**src/rtl/fetch_pkg.sv**
```systemverilog
// fetch_pkg: shared types and constants for the instruction fetch controller.
// Reset PC / exception vector defaults, the PC increment, the FSM state
// encoding and the buffered-word record used by fetch_skid_buf.
package fetch_pkg;

    localparam logic [31:0] RESET_PC_DEFAULT   = 32'h0000_0000;
    localparam logic [31:0] EXC_VECTOR_DEFAULT = 32'h0000_0180;
    localparam logic [31:0] PC_INCR            = 32'd4;

    // FETCH: request active; HOLD: word parked while stalled;
    // DISCARD: waiting to drop a stale in-flight word after a redirect.
    typedef enum logic [1:0] {
        ST_FETCH   = 2'd0,
        ST_HOLD    = 2'd1,
        ST_DISCARD = 2'd2
    } fetch_state_e;

    // One fetched word together with the address it came from.
    typedef struct packed {
        logic [31:0] pc;
        logic [31:0] word;
    } buf_entry_t;

    // Instruction addresses are word aligned; the low two bits are dropped.
    function automatic logic [31:0] align_pc(input logic [31:0] addr);
        return addr & ~32'h0000_0003;
    endfunction

endpackage

```
**src/rtl/fetch_if.sv**
```systemverilog
// fetch_if: instruction-memory request/response bundle.
// master = fetch controller (drives req/addr), slave = memory (drives ready/rdata).
interface fetch_if;

    logic        req;
    logic [31:0] addr;
    logic        ready;
    logic [31:0] rdata;

    modport master (output req, output addr, input ready, input rdata);
    modport slave  (input req, input addr, output ready, output rdata);

endinterface

```
**src/rtl/fetch_skid_buf.sv**
```systemverilog
// fetch_skid_buf: one-entry buffer holding a fetched word and its pc while
// the fetch stage is stalled. Priority: clear > load > unload.
module fetch_skid_buf
    import fetch_pkg::*;
(
    input  logic       clk,
    input  logic       rst,
    input  logic       load,
    input  logic       unload,
    input  logic       clear,
    input  buf_entry_t din,
    output logic       valid,
    output buf_entry_t dout
);

    logic       valid_q, valid_d;
    buf_entry_t data_q, data_d;

    // Next-state for occupancy and stored entry.
    always_comb begin
        // NOTE: every always_comb output gets a default first so no latch is inferred.
        valid_d = valid_q;
        data_d  = data_q;
        if (clear) begin
            valid_d = 1'b0;
        end else if (load) begin
            valid_d = 1'b1;
            data_d  = din;
        end else if (unload) begin
            valid_d = 1'b0;
        end
    end

    // Storage registers; a single entry is cheap enough to reset entirely.
    always_ff @(posedge clk or posedge rst) begin
        if (rst) begin
            valid_q <= 1'b0;
            data_q  <= '0;
        end else begin
            // NOTE: sequential state uses non-blocking assignments only.
            valid_q <= valid_d;
            data_q  <= data_d;
        end
    end

    assign valid = valid_q;
    assign dout  = data_q;

endmodule

```
**src/rtl/fetch_ctrl.sv**
```systemverilog
// fetch_ctrl: instruction fetch controller with branch/jump redirect,
// stall handling through a one-entry skid buffer, and stale-word discard.
// Optional exception redirect and EPC capture when FETCH_EXC_EN is defined.
module fetch_ctrl
    import fetch_pkg::*;
#(
    parameter logic [31:0] RESET_PC   = RESET_PC_DEFAULT
`ifdef FETCH_EXC_EN
   ,parameter logic [31:0] EXC_VECTOR = EXC_VECTOR_DEFAULT
`endif
)(
    input  logic        clk,
    input  logic        rst,
    input  logic        stall_f,
    input  logic        br_taken,
    input  logic [31:0] br_target,
    input  logic        jmp,
    input  logic [31:0] jmp_target,
`ifdef FETCH_EXC_EN
    input  logic        exc_req,
    output logic [31:0] epc,
`endif
    fetch_if.master     imem,
    output logic [31:0] pc_f,
    output logic [31:0] instr_f,
    output logic        valid_f,
    output logic        flush_d
);

    fetch_state_e state_q, state_d;
    logic [31:0]  pc_q, pc_d;
    logic [31:0]  pc_f_q, pc_f_d;
    logic [31:0]  instr_f_q, instr_f_d;
    logic         valid_f_q, valid_f_d;

    logic         redirect;
    logic [31:0]  redirect_pc;

    logic         buf_load, buf_unload, buf_clear, buf_valid;
    buf_entry_t   buf_in, buf_out;

`ifdef FETCH_EXC_EN
    logic [31:0]  epc_q, epc_d;
`endif

    fetch_skid_buf u_skid_buf (
        .clk    (clk),
        .rst    (rst),
        .load   (buf_load),
        .unload (buf_unload),
        .clear  (buf_clear),
        .din    (buf_in),
        .valid  (buf_valid),
        .dout   (buf_out)
    );

    // Redirect select: exception > branch > jump, target word aligned.
    always_comb begin
        redirect    = 1'b0;
        redirect_pc = pc_q;
`ifdef FETCH_EXC_EN
        if (exc_req) begin
            redirect    = 1'b1;
            redirect_pc = align_pc(EXC_VECTOR);
        end else
`endif
        if (br_taken) begin
            redirect    = 1'b1;
            redirect_pc = align_pc(br_target);
        end else if (jmp) begin
            redirect    = 1'b1;
            redirect_pc = align_pc(jmp_target);
        end
    end

    // FSM next-state and fetch-stage datapath.
    always_comb begin
        state_d    = state_q;
        pc_d       = pc_q;
        pc_f_d     = pc_f_q;
        instr_f_d  = instr_f_q;
        valid_f_d  = valid_f_q;
        buf_load   = 1'b0;
        buf_unload = 1'b0;
        buf_clear  = 1'b0;
        buf_in     = '{pc: pc_q, word: imem.rdata};

        if (redirect) begin
            // A redirect wins over stall; an unfinished request leaves a
            // stale word in flight that DISCARD must swallow.
            pc_d      = redirect_pc;
            valid_f_d = 1'b0;
            buf_clear = 1'b1;
            state_d   = (state_q == ST_FETCH && !imem.ready) ? ST_DISCARD : ST_FETCH;
        end else begin
            case (state_q)
                ST_FETCH: begin
                    if (imem.ready) begin
                        pc_d = pc_q + PC_INCR;
                        if (stall_f) begin
                            buf_load = 1'b1;
                            state_d  = ST_HOLD;
                        end else begin
                            pc_f_d    = pc_q;
                            instr_f_d = imem.rdata;
                            valid_f_d = 1'b1;
                        end
                    end else if (!stall_f) begin
                        // Decode consumed the last word and nothing new arrived.
                        valid_f_d = 1'b0;
                    end
                end
                ST_HOLD: begin
                    if (!stall_f) begin
                        if (buf_valid) begin
                            pc_f_d    = buf_out.pc;
                            instr_f_d = buf_out.word;
                            valid_f_d = 1'b1;
                        end
                        buf_unload = 1'b1;
                        state_d    = ST_FETCH;
                    end
                end
                ST_DISCARD: begin
                    if (imem.ready) begin
                        state_d = ST_FETCH;
                    end
                end
                default: state_d = ST_FETCH;
            endcase
        end
    end

`ifdef FETCH_EXC_EN
    // EPC capture: oldest valid word is pc_f, then the buffer, else the pc.
    always_comb begin
        epc_d = epc_q;
        if (exc_req) begin
            if (valid_f_q)      epc_d = pc_f_q;
            else if (buf_valid) epc_d = buf_out.pc;
            else                epc_d = pc_q;
        end
    end
`endif

    // State, pc and fetch-stage registers with asynchronous reset.
    always_ff @(posedge clk or posedge rst) begin
        if (rst) begin
            state_q   <= ST_FETCH;
            pc_q      <= RESET_PC;
            pc_f_q    <= '0;
            instr_f_q <= '0;
            valid_f_q <= 1'b0;
        end else begin
            state_q   <= state_d;
            pc_q      <= pc_d;
            pc_f_q    <= pc_f_d;
            instr_f_q <= instr_f_d;
            valid_f_q <= valid_f_d;
        end
    end

`ifdef FETCH_EXC_EN
    // Exception PC register.
    always_ff @(posedge clk or posedge rst) begin
        if (rst) epc_q <= '0;
        else     epc_q <= epc_d;
    end
    assign epc = epc_q;
`endif

    // Request is suppressed while reset is held so the first request lands
    // in the first cycle after release.
    assign imem.req  = (state_q == ST_FETCH) && !rst;
    assign imem.addr = pc_q;
    assign pc_f      = pc_f_q;
    assign instr_f   = instr_f_q;
    assign valid_f   = valid_f_q;
    assign flush_d   = redirect;

endmodule

```
**src/flat_wrapper.sv**
```systemverilog
// flat-port wrapper written by rule: the top's interface ports become plain ports
module fetch_ctrl_flat import fetch_pkg::*;
#(
    parameter logic [31:0] RESET_PC   = RESET_PC_DEFAULT

)
  (clk, rst, stall_f, br_taken, br_target, jmp, jmp_target, pc_f, instr_f, valid_f, flush_d, imem_req, imem_addr, imem_ready, imem_rdata);
  fetch_if imem_i ();
  input  logic clk;
  input  logic rst;
  input  logic stall_f;
  input  logic br_taken;
  input  logic [31:0] br_target;
  input  logic jmp;
  input  logic [31:0] jmp_target;
  output logic [31:0] pc_f;
  output logic [31:0] instr_f;
  output logic valid_f;
  output logic flush_d;
  output wire logic [$bits(imem_i.req)-1:0] imem_req;
  output wire logic [$bits(imem_i.addr)-1:0] imem_addr;
  input wire logic [$bits(imem_i.ready)-1:0] imem_ready;
  input wire logic [$bits(imem_i.rdata)-1:0] imem_rdata;
  assign imem_req = imem_i.req;
  assign imem_addr = imem_i.addr;
  assign imem_i.ready = imem_ready;
  assign imem_i.rdata = imem_rdata;
  fetch_ctrl #(.RESET_PC(RESET_PC)) u_core (.clk(clk), .rst(rst), .stall_f(stall_f), .br_taken(br_taken), .br_target(br_target), .jmp(jmp), .jmp_target(jmp_target), .imem(imem_i), .pc_f(pc_f), .instr_f(instr_f), .valid_f(valid_f), .flush_d(flush_d));
endmodule
```
**config.mk**
```make
export PLATFORM = sky130hd
export DESIGN_NAME = fetch_ctrl_flat
export DESIGN_NICKNAME = d
export VERILOG_FILES = /design/src/rtl/fetch_pkg.sv /design/src/rtl/fetch_if.sv /design/src/rtl/fetch_skid_buf.sv /design/src/rtl/fetch_ctrl.sv /design/src/flat_wrapper.sv
export SDC_FILE = /design/constraint.sdc
export NUM_CORES = 1
export LEC_CHECK = 0
export CAP_MARGIN = 20
export CORE_AREA = 4 4 173 108
export CTS_CLUSTER_DIAMETER = 100
export DETAILED_ROUTE_END_ITERATION = 8
export DIE_AREA = 0 0 177 112
export GPL_ROUTABILITY_DRIVEN = 0
export GPL_TIMING_DRIVEN = 1
export PLACE_DENSITY = 0.86
export SYNTH_ARGS = -nofsm -noshare
export SYNTH_HDL_FRONTEND = slang
export SYNTH_SLANG_ARGS = --single-unit
```
**constraint.sdc**
```tcl
create_clock -name clk -period 4.9 [get_ports clk]
set_clock_uncertainty 0.15 [all_clocks]
set_input_delay 0.49 -clock clk [delete_from_list [all_inputs] [get_ports clk]]
set_output_delay 0.49 -clock clk [all_outputs]
set_load 0.01 [all_outputs]
```
==> impl_summary.txt, run 1 <==
----------------------------------------------------
[Status]
  Result of the run ... finished, final reports clean

[Detailed routing]
  Number of vias per cell after detailed routing ... roughly 5.3
  Vias ... 5,885
  Drt drc ... 0
  Average detailed-routed wire length per instance ... roughly 18 microns
  First-pass detailed-route iteration total ... 5
  Routed Antenna Nets ... 0
  DRT Wirelength ... between 20,000 and 25,000 microns
  Drt initial violations ... ~450

[Critical path]
  Category of the most critical setup path ... input port to primary output
  Crit path DAT ... 2.74 ns
  Category of the worst setup path launch point ... input port
  CP Max Fanout ... 15
  Type of element capturing the critical path ... primary output
  Required time reported for the critical path endpoint ... 4.26 ns

[STA]
  Achievable frequency ... between 200 and 300 MHz
  Final worst-path cycle share ... roughly 70%
  Setup-violating endpoint count in the final report ... 0
  Total negative slack for setup checks ... 0 ns
  Worst-Margin Slew ... a little over 0.9 ns
  Setup repair after global routing missed its margin ... no
  Count of final hold-check violations ... 0
  Number of pins exceeding their max-slew limit in the final report ... 0
  Post-route minimum period ... approximately 3.4 ns
  Max-slew headroom ... between 30% and 40%

[Synth]
  Yosys reg bits ... between 150 and 200
  Proportion of synthesized chip area in sequential cells ... a little over half
  Post-synthesis cell count ... between 600 and 700
  Average instance area after synthesis ... 10.7 sq um
  Number of distinct library cells after synthesis ... 46
  Main flop type after synthesis ... dfrtp_1
  Async S/R FF share, synth ... between 90% and 100%
  Mapped Area ... ~0.0074 sq mm
  Warnings, synthesis ... 0
  Number of flops mapped to enable cells by yosys ... 0

[Layout]
  NumNets Final ... 965
  Leading cell type in the layout, fill and taps excluded ... clkdlybuf4s50_1
  Commonest non-fill, non-tap cells in the layout ... clkdlybuf4s50_1, dfrtp_1, nand2_1, o21ai_0
  Filler-free cell count of the finished design ... approximately 1,100
  Diode count ... 0
  Fraction of final layout cells with drive strength greater than 1 ... about 13%
  Layout Utilization ... about three fifths
  Area grow syn2layout ... 36.3%
  # fillers ... around 1,400

[Place]
  Count of port buffers added during placement ... approximately 190
  Half-perimeter wire length after detailed placement ... about 14,000 microns
  Placed Cells ... roughly 1,100

[Clock network]
  Number of buffers inserted during clock tree synthesis ... 17
  Clock Pin Slew Worst Setup and Hold Paths ... 0.07 ns
  Clock sink count ... 158
  Post-CTS Hold Buffers ... 0
  Clock tree from TritonCTS ... yes
  Clock root buffer ... clkbuf_16
  Number of cells upsized or downsized after cts ... 0
  Deepest clock path buffer count ... 2
  H-tree depth reported by CTS ... 4
  Later-pin clock latency in the skew report ... slightly above 0.4 ns
  Post-CTS setup buffer count ... 0

[Floorplan]
  Area of the placeable core ... 0.0170 sq mm
  Die Outline Area ... between 0.015 and 0.02 sq mm
  Starting density of the core ... 43.6%
  # rows ... 37
  I/O pin total ... approximately 200
  Height of the die ... roughly 110 microns
  Die extent in x ... 177 microns

[Power]
  Worst-case vdd ir drop ... 0.184 mV
  Leakage ... 0.00432 uW
  Power per Cell Area ... 407 mW/mm^2

[Hold path]
  Worst hold-check path type ... flop to flop

[Global routing]
  Total global routing overflow ... 0
  Combined global-route utilization of all metal layers ... 20.5%
  Global-route wire length before repair ... 32,200 microns
  Largest net degree at the start of global routing ... just under 100
  Number of antenna violations at the first check in global routing ... 0
  Vias in the first global route ... a little under 6,000

[Job]
  Number of maximum-capacitance violations ... 0

----------------------------------------------------
## cells in the mapped netlist, types with 2 or more instances
cell type  instances  area [sq um]
nor2_1            23          86.3
nand4_1            7          43.8
nor3_1             9          45.0
nor4_1             5          31.3
mux2_2            59           664
o31ai_1            2          15.0
a21oi_1           29           145
and3_1             3          18.8
a211oi_1          11          82.6
xnor2_1           15           131
or4_1              2          15.0
o21ai_0           79           395
a22oi_1            7          52.6
and4_1             3          26.3
nor4b_2            2          30.0
dfrtp_1          158          3950
o22ai_1            7          43.8
buf_4              4          30.0
buf_2              6          30.0
nor2b_1           14          87.6
nand2b_1           3          18.8
clkbuf_1          30           113
nand3_1           12          60.1
inv_1             11          41.3
nand2_1           96           360
buf_1              7          26.3
xor2_1             8          70.1
mux2i_1           59           591
buf_6              2          22.5
## critical path: stages
cell             delay [ns]
clkdlybuf4s50_1        0.96
nor2_2                 0.21
inv_1                  0.43
clkdlybuf4s50_1        0.64
## state kept, by name (all words and copies together) (netlist names)
name,count
u_core.state_q,2
u_core.u_skid_buf.valid,1
u_core.instr_f,32
u_core.valid_f,1
u_core.pc_f,30
u_core.imem.addr,30
u_core.u_skid_buf.dout,62
## power by group
part / internal, uW / total, uW / switching [uW]
Combinational: 564 / 970 / 407
Sequential: 1620 / 1830 / 211
Clock: 740 / 1310 / 568
Total: 2920 / 4110 / 1190
## final timing paths
path | to | cells past startpoint | slack [ns] | start
min in group asynchronous | u_core.state_q[0]$_DFFE_PP0P_ | 3 | 0.45 | rst
max in group asynchronous | u_core.pc_f[8]$_DFFE_PP0P_ | 3 | 3.49 | rst
min reg2reg | u_core.instr_f[14]$_DFFE_PP0P_ | 2 | 0.33 | u_core.instr_f[14]$_DFFE_PP0P_
max reg2reg | u_core.imem.addr[29]$_DFFE_PP0P_ | 5 | 2.28 | u_core.imem.addr[13]$_DFFE_PP0P_
min | u_core.instr_f[14]$_DFFE_PP0P_ | 2 | 0.33 | u_core.instr_f[14]$_DFFE_PP0P_
max | flush_d | 4 | 1.52 | jmp
## cells by family (layout without fill, tap and decap cells)
logic type	count (synthesis)	count (layout)	synth area share, %
mux	118	118	17.0
flops	158	158	53.4
fa+ha+maj	1	1	0.169
simple gates	185	185	12.2
buf+inv	60	242	3.55
xor+xnor	23	23	2.72
compound gates	144	144	10.9
other cells	1	4	0.0507
## final cells by class
cell class              instances  area, sq um  share of cell area (%)
inverters                      11         45.0                   0.446
repair buffers                199         1980                    19.6
clock buffers                  20          457                    4.53
well taps                     234          293                    2.90
flip-flops and latches        158         3950                    39.2
multi-input cells             475         3230                    32.0
clock inverters                12          126                    1.25
## routing by layer
layer | GRT usage, % | up-vias | part of all wire, %
li1 | - | 2772 | -
met1 | 29.4 | 2876 | 47
met2 | 30.4 | 218 | 44
met3 | 7.19 | 19 | 8.9
met4 | 3.97 | 0 | 0.77
met5 | 0 | - | 0
## stage by stage
| stage | hold slack (ns) | power [uW] | setup WS, ns | cell area [sq um] |
|---|---|---|---|---|
| final | 0.327 | 4110 | 1.52 | 10100 |
| after global placement | 0.311 | 2780 | 1.46 | 9510 |
| after detailed placement | 0.319 | 2820 | 1.36 | 9510 |
| after global routing | 0.362 | 4320 | 1.41 | 10100 |
| after floorplan | 0.300 | 2260 | 2.26 | 7410 |
| after CTS | 0.335 | 4140 | 1.48 | 10100 |
Power figures use the tool's default switching activity.
==> run 2, diff against run 1 <==
--- a/config.mk
+++ b/config.mk
@@ -6,13 +6,13 @@
 export NUM_CORES = 1
 export LEC_CHECK = 0
 export CAP_MARGIN = 20
-export CORE_AREA = 4 4 173 108
+export CORE_AREA = 4 4 171 107
 export CTS_CLUSTER_DIAMETER = 100
 export DETAILED_ROUTE_END_ITERATION = 8
-export DIE_AREA = 0 0 177 112
+export DIE_AREA = 0 0 175 111
 export GPL_ROUTABILITY_DRIVEN = 0
 export GPL_TIMING_DRIVEN = 1
-export PLACE_DENSITY = 0.86
+export PLACE_DENSITY = 0.84
 export SYNTH_ARGS = -nofsm -noshare
 export SYNTH_HDL_FRONTEND = slang
 export SYNTH_SLANG_ARGS = --single-unit
==> constraint.sdc (replaced) <==
create_clock -name clk -period 3.47 [get_ports clk]
set_clock_uncertainty 0.15 [all_clocks]
set_input_delay 0.347 -clock clk [delete_from_list [all_inputs] [get_ports clk]]
set_output_delay 0.347 -clock clk [all_outputs]
set_load 0.01 [all_outputs]
==> run 2 against run 1 <==
Compared with the run above: sequential share of layout area fell by 0.56 points; final cell count rose by 0.81%; critical endpoint is now u_core.imem.addr[29]$_DFFE_PP0P_; routed wire length fell by 1.7%; hold slack got worse by 0.061 ns; design area rose by 1.5%; clock power rose by 47%; setup slack got worse by 0.63 ns; flip-flop and latch count did not move; die area fell by 2.0%; highest routed layer unchanged.
==> impl_summary.txt, run 2 (synthesis results as in run 1) <==
----------------------------------------------------
[Status]
  Result of the run ... finished, final reports clean

[Detailed routing]
  Average detailed-routed wire length per instance ... 17.8 microns (-2.5%)
  DRT Wirelength ... 19,900 microns (-1.7%)
  Routed Antenna Nets ... 0 (unchanged)
  First-pass detailed-route iteration total ... 4 (-1)
  Drt drc ... 0 (unchanged)
  Drt initial violations ... 467 (+2.9%)
  Vias ... 5,808 (-1.3%)
  Number of vias per cell after detailed routing ... 5.19 (-2.1%)

[Critical path]
  Crit path DAT ... 2.77 ns (+0.03 ns)
  Cell count of the worst reg-to-reg path ... 5 (unchanged)
  Standard cell with the maximum stage delay on the critical path ... or4_1
  Delay of the slowest critical-path stage ... 0.74 ns (-0.22 ns)
  Category of the most critical setup path ... flop to flop
  Type of element capturing the critical path ... flop
  CP Max Fanout ... 8 (-7)
  Category of the worst setup path launch point ... flop
  Cell breakdown of the critical path ... nand4_2, or4_1, nor4_1, mux2_2, nor2_1
  Required time reported for the critical path endpoint ... 3.66 ns (-0.60 ns)

[Global routing]
  Met3 usage in global routing ... 6.03% (-1.2 points)
  Combined global-route utilization of all metal layers ... 20.5% (-0.025 points)
  Global-route wire length before repair ... 32,000 microns (-0.66%)
  Total global routing overflow ... 0 (unchanged)
  Fraction of met2 tracks used by global routing ... 30.7% (+0.34 points)
  Global Route met1 Usage ... 29.5% (+0.10 points)
  Most Used Layer, Global Route ... met2
  Vias in the first global route ... 5,903 (-0.37%)
  Largest net degree at the start of global routing ... 70 (-28%)
  Number of antenna violations at the first check in global routing ... 0 (unchanged)

[STA]
  Post-route minimum period ... 2.58 ns
  Setup repair after global routing missed its margin ... no
  Total negative slack for setup checks ... 0 ns (unchanged)
  Worst-Margin Slew ... 0.903 ns (-0.0211 ns)
  Number of pins exceeding their max-slew limit in the final report ... 0 (unchanged)
  Max-slew headroom ... 39.8% (+1.4 points)
  Final worst-path cycle share ... 74.3%
  Achievable frequency ... slightly below 400 MHz
  Count of final hold-check violations ... 0 (unchanged)
  Setup-violating endpoint count in the final report ... 0 (unchanged)

[Floorplan]
  Starting density of the core ... 44.2% (+0.60 points)
  Height of the die ... 111 microns (-0.89%)
  Die extent in x ... 175 microns (-1.1%)
  Area of the placeable core ... 0.0168 sq mm (-1.4%)
  I/O pin total ... 201 (unchanged)
  Die Outline Area ... 0.0194 sq mm (-2.0%)
  # rows ... 37 (unchanged)

[Clock network]
  Later-pin clock latency in the skew report ... 0.41 ns (about the same)
  H-tree depth reported by CTS ... 4 (unchanged)
  Clock root buffer ... clkbuf_16
  Number of buffers inserted during clock tree synthesis ... 17 (unchanged)
  Post-CTS setup buffer count ... 0 (unchanged)
  Deepest clock path buffer count ... 2 (unchanged)
  Clock tree from TritonCTS ... yes
  Clock sink count ... 158 (unchanged)
  Post-CTS Hold Buffers ... 0 (unchanged)
  Clock Pin Slew Worst Setup and Hold Paths ... 0.06 ns (about the same)
  Number of cells upsized or downsized after cts ... 0 (unchanged)

[Layout]
  Final Instance Area ... 0.0102 sq mm (+1.5%)
  Number of flip-flops in the largest register ... 62 (unchanged)
  Layout Utilization ... 61.1% (+1.7 points)
  # fillers ... 1,405 (-0.43%)
  Area grow syn2layout ... 38.3%
  Commonest non-fill, non-tap cells in the layout ... clkdlybuf4s50_1, dfrtp_1, nand2_1, o21ai_0
  Fraction of final layout cells with drive strength greater than 1 ... 13.5% (+0.89 points)
  NumNets Final ... 975 (+1.0%)
  Diode count ... 0 (unchanged)
  Leading cell type in the layout, fill and taps excluded ... clkdlybuf4s50_1

[Place]
  Cell Area, Placed ... 0.00963 sq mm (+1.3%)
  Count of port buffers added during placement ... 192 (unchanged)
  Half-perimeter wire length after detailed placement ... 14,200 microns (+1.8%)

[Power]
  Worst-case vdd ir drop ... 0.313 mV (+70%)
  Power per Cell Area ... 576 mW/mm^2 (+41%)
  Leakage ... 0.00440 uW (+1.7%)

[Job]
  Number of maximum-capacitance violations ... 0 (unchanged)

[Hold path]
  Worst hold-check path type ... input port to async pin

----------------------------------------------------
## run 2: changes by cell type in the layout (fill, tap and decap cells not counted), sizes merged
cell	change
clkinv	-2
buf	+10
clkbuf	-1
clkinvlp	+1
bufinv	+2
inv	-1
## run 2: per-stage QoR
step / hold WS [ns] / total power, uW / cells / worst slack [ns]
finish: 0.266 / 5890 / 1118 / 0.891
global route: 0.281 / 6210 / 1118 / 0.787
CTS: 0.240 / 5940 / 1118 / 0.930
detailed placement: 0.320 / 4000 / 1087 / 0.749
global placement: 0.313 / 3930 / 1087 / 0.755
floorplan: 0.268 / 3190 / 693 / 0.972
## run 2: layout make-up
class | instances | area (sq um) | area share (%)
inverters | 11 | 45.0 | 0.440
repair buffers | 209 | 2110 | 20.6
clock inverters | 12 | 161 | 1.58
multi-input cells | 475 | 3230 | 31.6
flip-flops and latches | 158 | 3950 | 38.6
well taps | 234 | 293 | 2.86
clock buffers | 19 | 443 | 4.33
## run 2: power breakdown
| part | leakage, uW | switching [uW] | internal [uW] |
|---|---|---|---|
| combinational | 0.00215 | 578 | 805 |
| sequential | 0.00195 | 296 | 2280 |
| clock | 0.000286 | 775 | 1160 |
## run 2: final timing paths
check                                                       from                                   to  slack (ns)
worst max-delay path            u_core.imem.addr[11]$_DFFE_PP0P_     u_core.imem.addr[29]$_DFFE_PP0P_        0.89
worst min-delay path                                         rst  u_core.u_skid_buf.valid$_DFFE_PP0P_        0.27
worst max register to register  u_core.imem.addr[11]$_DFFE_PP0P_     u_core.imem.addr[29]$_DFFE_PP0P_        0.89
worst min register to register    u_core.instr_f[18]$_DFFE_PP0P_       u_core.instr_f[18]$_DFFE_PP0P_        0.33
max in group asynchronous                                    rst     u_core.imem.addr[11]$_DFFE_PP0P_        2.14
min in group clk                                        br_taken      u_core.imem.addr[3]$_DFFE_PP0P_        0.27
## run 2: worst max-delay path: cells and delay by family (launching register included)
kind	cells	cell delay, ns
flops	1	0.52
mux	1	0.37
simple gates	4	1.47
## run 2: metal layers
metal / vias up / wire length [microns]
met5: - / 0
met4: 0 / 234
met3: 23 / 1500
met2: 186 / 8650
met1: 2812 / 9470
li1: 2787 / -
==> run 3, diff against run 2 <==
--- a/config.mk
+++ b/config.mk
@@ -6,13 +6,13 @@
 export NUM_CORES = 1
 export LEC_CHECK = 0
 export CAP_MARGIN = 20
-export CORE_AREA = 4 4 171 107
+export CORE_AREA = 4 4 173 108
 export CTS_CLUSTER_DIAMETER = 100
 export DETAILED_ROUTE_END_ITERATION = 8
-export DIE_AREA = 0 0 175 111
+export DIE_AREA = 0 0 177 112
 export GPL_ROUTABILITY_DRIVEN = 0
 export GPL_TIMING_DRIVEN = 1
-export PLACE_DENSITY = 0.84
+export PLACE_DENSITY = 0.86
 export SYNTH_ARGS = -nofsm -noshare
 export SYNTH_HDL_FRONTEND = slang
 export SYNTH_SLANG_ARGS = --single-unit
==> constraint.sdc (replaced) <==
create_clock -name clk -period 2.1 [get_ports clk]
set_clock_uncertainty 0.15 [all_clocks]
set_input_delay 0.21 -clock clk [delete_from_list [all_inputs] [get_ports clk]]
set_output_delay 0.21 -clock clk [all_outputs]
set_load 0.01 [all_outputs]
==> run 3 against run 2 <==
Compared with the run above: flip-flop and latch count unchanged; first-iteration DRC count down 3.4%; routed wire length up 6.9%; via count up 6.7%; non-clock buffer count up 49; hold slack worse by 0.11 ns; clock power up 52%; final cell count up 4.5%; die area up 2.1%; largest power group unchanged; critical path depth up 1; setup slack worse by 0.92 ns; the run now ends with negative setup slack left; total power up 64%; critical path type unchanged.
==> impl_summary.txt, run 3 (synthesis results as in run 1) <==
----------------------------------------------------
[Clock network]
  Post-CTS Hold Buffers ... 0 (unchanged)
  Later-pin clock latency in the skew report ... 0.42 ns (about the same)
  Clock tree from TritonCTS ... yes
  Number of buffers inserted during clock tree synthesis ... 17 (unchanged)
  Clock sink count ... 158 (unchanged)
  Deepest clock path buffer count ... 2 (unchanged)
  Clock root buffer ... clkbuf_16
  H-tree depth reported by CTS ... 4 (unchanged)
  Clock Pin Slew Worst Setup and Hold Paths ... 0.07 ns (about the same)

[Layout]
  Commonest non-fill, non-tap cells in the layout ... clkdlybuf4s50_1, dfrtp_1, nand2_1, o21ai_0
  NumNets Final ... 1,024 (+5.0%)
  Area grow syn2layout ... 44.3%
  Leading cell type in the layout, fill and taps excluded ... clkdlybuf4s50_1
  # fillers ... 1,362 (-3.1%)
  Diode count ... 0 (unchanged)
  Filler-free cell count of the finished design ... 1,168 (+4.5%)
  Number of flip-flops in the largest register ... 62 (unchanged)
  Fraction of final layout cells with drive strength greater than 1 ... 19.1% (+5.6 points)

[Detailed routing]
  Average detailed-routed wire length per instance ... 18.2 microns (+2.4%)
  Number of vias per cell after detailed routing ... 5.30 (+2.1%)
  DRT Wirelength ... 21,200 microns (+6.9%)
  Vias ... 6,195 (+6.7%)
  Highest metal layer with signal wires ... met4
  DR WL met3 ... 1640 microns (+9.6%)
  Drt initial violations ... 451 (-3.4%)
  Routed Antenna Nets ... 0 (unchanged)
  Total routed wire length on the met1 layer ... 9990 microns (+5.6%)
  Met2 WL ... 9470 microns (+9.5%)
  Drt drc ... 0 (unchanged)
  First-pass detailed-route iteration total ... 5 (+1)

[STA]
  Number of pins exceeding their max-slew limit in the final report ... 0 (unchanged)
  Setup repair after global routing missed its margin ... yes
  Count of final hold-check violations ... 0 (unchanged)
  Max-slew headroom ... 65.1% (+25 points)
  Post-route minimum period ... 2.13 ns (-0.452 ns)
  Min setup slack post-route ... -0.0264 ns (-0.918 ns)
  Worst-Margin Slew ... 0.523 ns (-0.380 ns)
  Final worst-path cycle share ... 101% (+27 points)
  Achievable frequency ... 470 MHz (+21%)
  Setup-violating endpoint count in the final report ... 1 (+1)

[Power]
  Final total power ... 9640 uW (+64%)
  Power per Cell Area ... 903 mW/mm^2 (+57%)
  Worst-case vdd ir drop ... 0.526 mV (+68%)
  Leakage ... 0.00466 uW (+5.9%)

[Status]
  Violations in the final reports ... negative setup slack
  Result of the run ... complete, but fails checks

[Global routing]
  Vias in the first global route ... 6,191 (+4.9%)
  Global-route wire length before repair ... 33,300 microns (+4.3%)
  Total global routing overflow ... 0 (unchanged)
  Combined global-route utilization of all metal layers ... 21.3% (+0.85 points)
  Number of antenna violations at the first check in global routing ... 0 (unchanged)
  Largest net degree at the start of global routing ... 90 (+29%)

[Floorplan]
  Die extent in x ... 177 microns (+1.1%)
  Area of the placeable core ... 0.0170 sq mm (+1.4%)
  I/O pin total ... 201 (unchanged)
  Starting density of the core ... 43.6% (-0.60 points)
  Height of the die ... 112 microns (+0.90%)
  Die Outline Area ... 0.0198 sq mm (+2.1%)
  # rows ... 37 (unchanged)

[Critical path]
  Worst reg-to-reg setup slack ... -0.03 ns (-0.92 ns)
  Category of the worst setup path launch point ... flop
  CP Max Fanout ... 6 (-2)
  Category of the most critical setup path ... flop to flop
  Crit path DAT ... 2.28 ns (-0.49 ns)
  Required time reported for the critical path endpoint ... 2.26 ns (-1.40 ns)
  Kind of cell adding the most delay to the critical path ... simple AND/OR/NAND/NOR gates
  Crit path capture ... u_core.imem.addr[30]$_DFFE_PP0P_
  Worst setup path startpoint ... u_core.imem.addr[21]$_DFFE_PP0P_
  Startpoint of the most critical register-to-register path ... u_core.imem.addr[21]$_DFFE_PP0P_
  Count of buffering cells on the critical path with inverters included ... 1 (+1)
  Type of element capturing the critical path ... flop
  Number of cells on the critical path ... 6 (+1)
  Reg2reg end ... u_core.imem.addr[30]$_DFFE_PP0P_
  Cell count of the worst reg-to-reg path ... 6 (+1)
  Cell breakdown of the critical path ... nand4_1, or4_4, buf_6, nor4b_4, nor3_1, a211oi_1
  Delay of the slowest critical-path stage ... 0.58 ns (-0.16 ns)
  Standard cell with the maximum stage delay on the critical path ... or4_4

[Place]
  Count of port buffers added during placement ... 192 (unchanged)
  Half-perimeter wire length after detailed placement ... 15,200 microns (+7.0%)
  Placed Cells ... 1,132 (+4.1%)

[Job]
  Number of maximum-capacitance violations ... 0 (unchanged)

[Hold path]
  Worst hold-check path type ... input port to async pin

----------------------------------------------------
==> run 3: cell type report <==
type	count	area [sq um]	area share (%)
Inverter	11	45.0	0.422
Timing Repair Buffer	258	2540	23.8
Tap cell	234	293	2.74
Multi-Input combinational cell	475	3280	30.8
Clock inverter	12	101	0.949
Clock buffer	20	457	4.28
Sequential cell	158	3960	37.0
==> run 3: how the worst min path moves through the flow <==
stage                                    from  cells after the start                                     end
3_5_place_dp   u_core.instr_f[26]$_DFFE_PP0P_                      2          u_core.instr_f[26]$_DFFE_PP0P_
6_report                                  rst                      3  u_core.u_skid_buf.dout[21]$_DFFE_PP0P_
5_1_grt                              br_taken                      3        u_core.imem.addr[13]$_DFFE_PP0P_
3_3_place_gp   u_core.instr_f[26]$_DFFE_PP0P_                      2          u_core.instr_f[26]$_DFFE_PP0P_
4_1_cts                              br_taken                      3        u_core.imem.addr[16]$_DFFE_PP0P_
2_1_floorplan                      imem_ready                      1           u_core.state_q[1]$_DFFE_PP0P_
==> run 3: what timing repair did <==
action | 4_1_cts | 5_1_grt
endpoints found under the setup margin | 5 | 12
setup buffers | 0 | 4
resized for setup | 4 | 11
pin swaps | 1 | 1
cloned | 0 | 0
==> run 3: per-stage QoR <==
stage | util [%] | hold slack (ns) | area [sq um] | setup slack [ns] | setup TNS, ns
floorplan | - | 0.131 | 7410 | -0.261 | -41.34
global placement | 59.0 | 0.311 | 10000 | -0.181 | -1.34
detailed placement | 59.0 | 0.320 | 10000 | -0.186 | -2.40
CTS | 62.4 | 0.133 | 10600 | -0.0489 | -0.0489
global route | 62.9 | 0.167 | 10700 | -0.0541 | -0.250
finish | 62.9 | 0.155 | 10700 | -0.0264 | -0.0264
==> run 3: metal layers <==
| metal | vias to the layer above | track usage [%] |
|---|---|---|
| met1 | 3103 | 30.7 |
| met5 | - | 0 |
| li1 | 2891 | - |
| met4 | 0 | 4.48 |
| met2 | 190 | 32.1 |
| met3 | 11 | 6.41 |
==> run 3: tightest hold or removal path, stage by stage <==
cell             delay, ns
clkdlybuf4s50_1       0.45
clkinvlp_4            0.13
buf_12                0.32
==> run 3: where the power goes <==
group | internal [uW] | switching (uW) | leakage [uW]
sequential | 3770 | 447 | 0.00195
combinational | 1430 | 1060 | 0.00244
clock | 1600 | 1330 | 0.000259
